## src/rtl/tuser_out_fsm.sv

```systemverilog
// Output stage of the SDNet wrapper: queues one tuple per packet and re-attaches it as tuser
// to the outgoing AXIS packet. Beats pass through with zero latency.
module tuser_out_fsm #(
  parameter int unsigned DEPTH  = 4,
  parameter int unsigned ADDR_W = 2
) (
  input  logic                tout_aclk,
  input  logic                tout_arst,
  input  logic                tout_tvalid,
  input  logic [127:0]        tout_tdata,
  input  logic                tout_avalid,
  input  logic [255:0]        tout_adata,
  input  logic [31:0]         tout_akeep,
  input  logic                tout_alast,
  output logic                tout_aready,
  output logic                tout_mvalid,
  output logic [255:0]        tout_mdata,
  output logic [31:0]         tout_mkeep,
  output logic                tout_mlast,
  output logic [127:0]        tout_muser,
  input  logic                tout_mready,
  output logic [ADDR_W:0]     tout_level,
  output logic                tout_ovf
);

  localparam int unsigned LVL_W = ADDR_W + 1;

  typedef enum logic {
    S_SOP  = 1'b0,
    S_BODY = 1'b1
  } state_t;

  state_t              state_q, state_d;
  logic [ADDR_W-1:0]   rd_ptr_q, rd_ptr_d;
  logic [ADDR_W-1:0]   wr_ptr_q, wr_ptr_d;
  logic [LVL_W-1:0]    level_q, level_d;
  logic                ovf_q, ovf_d;
  logic [127:0]        mem_q [DEPTH];

  logic                not_empty;
  logic                accept;
  logic                push;
  logic                pop;
  logic [127:0]        head;

  assign not_empty = (level_q != '0);
  assign head      = mem_q[rd_ptr_q];

  // Data path is a straight wire; only valid/ready/user are controlled.
  assign tout_mdata = tout_adata;
  assign tout_mkeep = tout_akeep;
  assign tout_mlast = tout_alast;
  assign tout_level = level_q;
  assign tout_ovf   = ovf_q;

  always_ff @(posedge tout_aclk) begin
    if (tout_arst) begin
      state_q  <= S_SOP;
      rd_ptr_q <= '0;
      wr_ptr_q <= '0;
      level_q  <= '0;
      ovf_q    <= 1'b0;
    end else begin
      state_q  <= state_d;
      rd_ptr_q <= rd_ptr_d;
      wr_ptr_q <= wr_ptr_d;
      level_q  <= level_d;
      ovf_q    <= ovf_d;
    end
  end

  always_ff @(posedge tout_aclk) begin
    if (push) begin
      mem_q[wr_ptr_q] <= tout_tdata;
    end
  end

  // Handshake and packet tracking; a packet stalls at its first beat until a tuple is queued.
  always_comb begin
    state_d     = state_q;
    tout_aready = 1'b0;
    tout_mvalid = 1'b0;
    tout_muser  = '0;
    pop         = 1'b0;
    accept      = 1'b0;
    if (!tout_arst) begin
      unique case (state_q)
        S_SOP: begin
          tout_mvalid = tout_avalid & not_empty;
          tout_aready = tout_mready & not_empty;
          tout_muser  = not_empty ? head : '0;
          accept      = tout_avalid & tout_aready;
          if (accept) begin
            if (tout_alast) begin
              pop = 1'b1;
            end else begin
              state_d = S_BODY;
            end
          end
        end
        S_BODY: begin
          tout_mvalid = tout_avalid;
          tout_aready = tout_mready;
          tout_muser  = head;
          accept      = tout_avalid & tout_aready;
          if (accept && tout_alast) begin
            pop     = not_empty;
            state_d = S_SOP;
          end
        end
        default: state_d = S_SOP;
      endcase
    end
  end

  // Tuple FIFO bookkeeping; a pop in the same cycle frees room for a push at full.
  always_comb begin
    push     = tout_tvalid & ((level_q < LVL_W'(DEPTH)) | pop);
    rd_ptr_d = pop  ? rd_ptr_q + ADDR_W'(1) : rd_ptr_q;
    wr_ptr_d = push ? wr_ptr_q + ADDR_W'(1) : wr_ptr_q;
    level_d  = level_q + LVL_W'(push) - LVL_W'(pop);
    ovf_d    = ovf_q | (tout_tvalid & ~push);
  end

endmodule
```

## config.mk

```make
export PLATFORM = sky130hd
export DESIGN_NAME = tuser_out_fsm
export DESIGN_NICKNAME = d
export VERILOG_FILES = /design/src/rtl/tuser_out_fsm.sv
export SDC_FILE = /design/constraint.sdc
export NUM_CORES = 1
export LEC_CHECK = 0
export BUFFER_PORTS_ARGS = -buffer_cell sky130_fd_sc_hd__buf_2
export CORE_AREA = 5 5 328 330
export CTS_CLUSTER_DIAMETER = 200
export DETAILED_ROUTE_END_ITERATION = 10
export DIE_AREA = 0 0 333 335
export PLACE_DENSITY_LB_ADDON = 0.25
export SYNTH_ARGS = -nofsm -noshare
export SYNTH_HDL_FRONTEND = slang
export SYNTH_SLANG_ARGS = --single-unit
```

## constraint.sdc

```tcl
create_clock -name tout_aclk -period 6.8 [get_ports tout_aclk]
set_input_delay 2.04 -clock tout_aclk [delete_from_list [all_inputs] [get_ports tout_aclk]]
set_output_delay 2.04 -clock tout_aclk [all_outputs]
set_load 0.01 [all_outputs]
```

# --- After elaboration in Yosys (flattened, before gate mapping) ---
# Memory sizes are Yosys's and may differ from the RTL's. A register that Yosys moved wholly into a read port is not among the register bits.
# Cells that the tools add are included.
totals:
  register_bits: 9
  ramBits: 512
  in_bits: 422
  out_inout_bits: 423
  elab_cells: 43
  memories: 1
op_classes:
  n_addsub: 4
  order_cmp: 1
  mux: 20
  bitwise_logic: 10
  reduce_logical: 2
memory_table:
  columns: ["name", "words", "width", "rd", "rd_ports_with_merged_regs", "write_ports", "line_no", "text"]
  rows:
  - ["mem_q", 4, 128, 1, 1, 1, "38", "logic [127:0] mem_q [DEPTH];"]
ops:
  columns: ["op", "n"]
  rows:
  - ["128-bit two-way mux", 2]
  - ["128-bit one-hot mux with 2 select lines", 1]
  - ["1-bit two-way mux", 11]
  - ["1-bit one-hot mux with 2 select lines", 4]
  - ["1-bit AND", 6]
  - ["2-bit by 1-bit adder with 2-bit output (second input constant)", 2]
  - ["2-bit two-way mux", 2]
  - ["3-bit by 1-bit adder with 3-bit output", 1]
  - ["3-bit less-than comparator (second input constant)", 1]
  - ["3-bit nonzero test", 1]
  - ["3-bit by 1-bit subtractor with 3-bit output", 1]
  - ["1-bit inverter", 2]
  - ["1-bit OR", 2]
  - ["1-bit logical AND", 1]

# --- Depth between registers and ports, before layout ---
depth:
  ltp_word: 11
  mapped_depth: 11
  mapped_depth_nobuf: 10

# --- Worst setup path after synthesis ---
# OpenSTA, ideal clock, no wires.
synth_path:
  kind: "input-to-reg"
  from: "in tout_arst"
  to: "mem mem_q[0][0] (enable)"
  setup_ns: 0.502
  t_arrival_ns: 5.653
  t_required_ns: 6.298
  setup_slack_ns: 0.645
  stages: 4
  n_path_buf: 1
  path_cell_list: "buf_2 nand4b_4 a21boi_2 and2_1"
synth_via:
  elab_chain_len: 5
synth_lines:
  columns: ["element", "line_no", "text"]
  rows:
  - ["start: declaration", "8", "input logic tout_arst,"]
  - ["1-bit two-way mux", "86", "if (!tout_arst) begin"]
  - ["1-bit OR", "118", "push = tout_tvalid & ((level_q < LVL_W'(DEPTH)) | pop);"]
  - ["1-bit AND", "118", null]
  - ["1-bit two-way mux", "73", "if (push) begin"]
  - ["1-bit two-way mux (implied by the code)", "74", "mem_q[wr_ptr_q] <= tout_tdata;"]
  - ["end: declaration", "38", null]
# Every way passes these cells.

# --- Final worst setup path ---
layout_path:
  from: "in tout_arst"
  to: "out tout_muser[30]"
layout_via:
  elab_chain_len: 1
layout_lines:
  columns: ["element", "line_no", "text"]
  rows:
  - ["128-bit two-way mux", "86", null]
  - ["end: declaration", "20", "output logic [127:0] tout_muser,"]
# Every way passes these cells.

==> results.rst <==
.. list-table::
   :header-rows: 1

   * - Metric
     - Value
   * - Wire length of the first global-routing pass
     - 116 mm
   * - Final nets
     - 1595
   * - Critical Path RT
     - 4.76 ns
   * - Worst-case hold slack
     - 0.482 ns
   * - Detailed-router iteration count before antenna repair
     - 4
   * - Hold Crit Class
     - flop to flop
   * - MaxCap Viol Count
     - 0
   * - Shortest clock period the worst path allows after layout
     - 5.52 ns
   * - Peak supply drop
     - 0.210 mV
   * - Fraction of post-synthesis cell area in the top cell type by area
     - 0.695
   * - Most common library cell in the layout ignoring fill and taps
     - sky130_fd_sc_hd__edfxtp_1
   * - Gate Count Post-Synth
     - 1160
   * - Critical-path maximum fanout
     - 91
   * - Cell leakage power
     - 0.00795 uW
   * - Mean routed wirelength per cell
     - 35.3 um
   * - Area of the core
     - 105000 um^2
   * - Combined area of the multi-input logic cells
     - 4030 um^2
   * - RSZ-0062 raised after global routing
     - false
   * - Source of the worst register-to-register timing path
     - tout_level[2]
   * - Layout-stage area growth over the synthesis result
     - 11.2%
   * - Initial DRC Count
     - 592
   * - CTS resizes
     - 0
   * - Synthesis warning total
     - 0
   * - Fraction of final layout cells sized beyond drive strength 1
     - 0.407
   * - Die boundary width
     - 333 um
   * - Final antenna-violating net count
     - 0
   * - Final-report hold violation count
     - 0
   * - Most used cell along the critical path
     - sky130_fd_sc_hd__buf_2
   * - Relative slew slack
     - 0.372
   * - Global Route Usage Sum
     - 0.158
   * - Avg Synthesized Cell Area
     - 19.1 um^2
   * - Pwr dens
     - 320 nW/um^2
   * - Distinct cells, synth
     - 28
   * - DRC
     - 0
   * - Synth Register Bits
     - 523
   * - Portion of the post-synthesis area used by sequential elements
     - 0.705
   * - CTS root buf
     - sky130_fd_sc_hd__clkbuf_16
   * - Critical path arrival
     - 3.48 ns
   * - Share of the synthesized netlist area taken by xor and xnor gates
     - 0.000792
   * - Max Clk Rate
     - 181 MHz
   * - Critical Path Sink
     - tout_muser[30]
   * - Post-CTS Hold Buffers
     - 0
   * - Post-route fraction of the period consumed by the critical path
     - 0.812
   * - PortBufs
     - 268
   * - Cells on Worst Hold Path
     - 1
   * - Max clock buf depth
     - 3
   * - Vertical die dimension
     - 335 um
   * - Worst path cell trace
     - buf_2 > inv_1 > o41ai_4 > buf_12 > nor2b_1 > buf_2
   * - Row cnt
     - 119
   * - Worst reg2reg path endpoint
     - mem_q[0][15]
   * - Total Routed Length
     - 92.4 mm
   * - Kind of critical path
     - input pin to output pin
   * - Nets in the synthesized netlist
     - 1589
   * - Total Die Area
     - 112000 um^2
   * - Detailed placement HPWL
     - 73.6 mm
   * - Initial standard-cell utilization of the core
     - 0.212
   * - Clock tree from TritonCTS
     - done
   * - Worst R2R Path Depth
     - 3
   * - Startpoint of the worst hold path
     - rd_ptr_q[1]
   * - Cell with the biggest individual delay on the critical path
     - sky130_fd_sc_hd__nor2b_1
   * - Clk sink count
     - 523
   * - Finish-stage setup viols
     - 0
   * - Total overflow reported by the global router
     - 0
   * - Worst Setup SP
     - tout_arst
   * - Area contributors post-synth
     - sky130_fd_sc_hd__edfxtp_1 (70%), sky130_fd_sc_hd__mux4_2 (13%), sky130_fd_sc_hd__buf_4 (9.9%)
   * - H-tree level count
     - 2
   * - Adder-cell share of the synthesized area
     - 0.00430
   * - Number of fill cells in the layout
     - 10867
   * - Clock edge transition at the registers on the reported setup and hold paths
     - 0.06 ns
   * - Multiplexer share of the synthesized area
     - 0.131
   * - Routability-driven placement congestion ratio
     - 0.911
   * - Status
     - complete, no violations
   * - Via count of the first global-routing pass
     - 10754
   * - Simple-gate portion of the synthesized area
     - 0.0410
   * - Most used cells in the layout excluding fill and tap cells
     - sky130_fd_sc_hd__edfxtp_1 (512), sky130_fd_sc_hd__buf_2 (268), sky130_fd_sc_hd__nor2b_1 (130)
   * - Pin count of the biggest net entering global routing
     - 100
   * - Vias post-DR
     - 10169
   * - Critical path capture point type
     - output pin
   * - Count of final max-slew check failures
     - 0
   * - Netlist area before placement
     - 22100 um^2
   * - Synthesized-area fraction occupied by ao, oa, aoi and oai cells
     - 0.00413
   * - Leading area contributor after synthesis
     - sky130_fd_sc_hd__edfxtp_1
   * - Worst Skew
     - 0.0229 ns
   * - Setup crit start kind
     - input pin
   * - Worst skew pair latency
     - 0.61 ns
   * - Worst-margin pin slew
     - 0.938 ns
   * - Ports
     - 845
   * - Number of buffers created by CTS
     - 53
   * - Per-cell via count in the routed design
     - 3.89
   * - Register area
     - 15600 um^2
   * - Longest individual stage delay on the worst path
     - 0.30 ns
   * - Total negative slack for setup checks
     - 0 ns
   * - Largest family of logic cells by synthesized area
     - multiplexers
   * - Setup bufs post-CTS
     - 0
   * - Antenna violations before repair
     - 37
   * - Worst reg2reg setup slack
     - 4.27 ns
## critical path: cells and delay by family
kind	cells	cell delay [ns]
compound gates	1	0.22
buf+inv	4	0.75
simple gates	1	0.30
## metrics by stage
step,area [um^2],std cells,worst slack [ns],power (uW),util
3_3_place_gp,23000,2502,1.36,5270,0.220
5_1_grt,24600,2603,1.23,8230,0.235
2_1_floorplan,22100,1160,0.645,4920,-
3_5_place_dp,23000,2502,1.33,5290,0.220
6_report,24600,2617,1.28,7870,0.235
4_1_cts,24600,2600,1.33,8030,0.235
## registers in the layout (all words and copies together), names as in the netlist, named ones only
register and count:
mem_q 512, rd_ptr_q 2, state_q 1, tout_level 3
tout_ovf 1, wr_ptr_q 2
## power breakdown
part / internal (uW) / switching, uW
clock: 1500 / 1200
combinational: 464 / 729
sequential: 3900 / 76.6
total: 5860 / 2010
## worst min path at each step
stage | to
CTS | flop
finish | flop
global placement | flop
detailed placement | flop
floorplan | flop
global route | tout_ovf
## per-layer routing
metal,global-route usage,share of wire
met2,0.265,0.48
met1,0.108,0.23
met4,0.0291,0.015
met3,0.200,0.27
met5,0.0136,0.0044
## cells by family (layout without fill, tap and decap cells)
logic type	Yosys count	in the layout
compound gates	10	10
xor+xnor	2	2
fa+ha+maj	7	7
buf+inv	342	391
flops	523	523
mux	130	130
other cells	0	17
simple gates	146	146
## Yosys cell counts, drive strengths merged
| library cell | instances |
|---|---|
| edfxtp | 512 |
| buf | 328 |
| nor2b | 130 |
| mux4 | 128 |
| dfxtp | 11 |
| inv | 10 |
| nor2 | 7 |
| ha | 6 |
| and2 | 4 |
| clkbuf | 4 |
| a21oi | 3 |
| nand2 | 2 |
| o41ai | 2 |
| xnor2 | 2 |
| a21boi | 1 |
| a311oi | 1 |
| a31oi | 1 |
| fa | 1 |
| mux2 | 1 |
| mux2i | 1 |
| nand4b | 1 |
| nor3 | 1 |
| o21ai | 1 |
| o311ai | 1 |
| or3 | 1 |
## cell type report
type                       count  area share
inverter                      10     0.00153
clock inverter                36     0.00900
tap                         1391      0.0708
antenna                       17     0.00173
timing repair buffer         283      0.0637
sequential                   523       0.634
clock buffer                  62      0.0553
multi-input combinational    295       0.164
No activity file was read; power rests on OpenSTA's default activity.
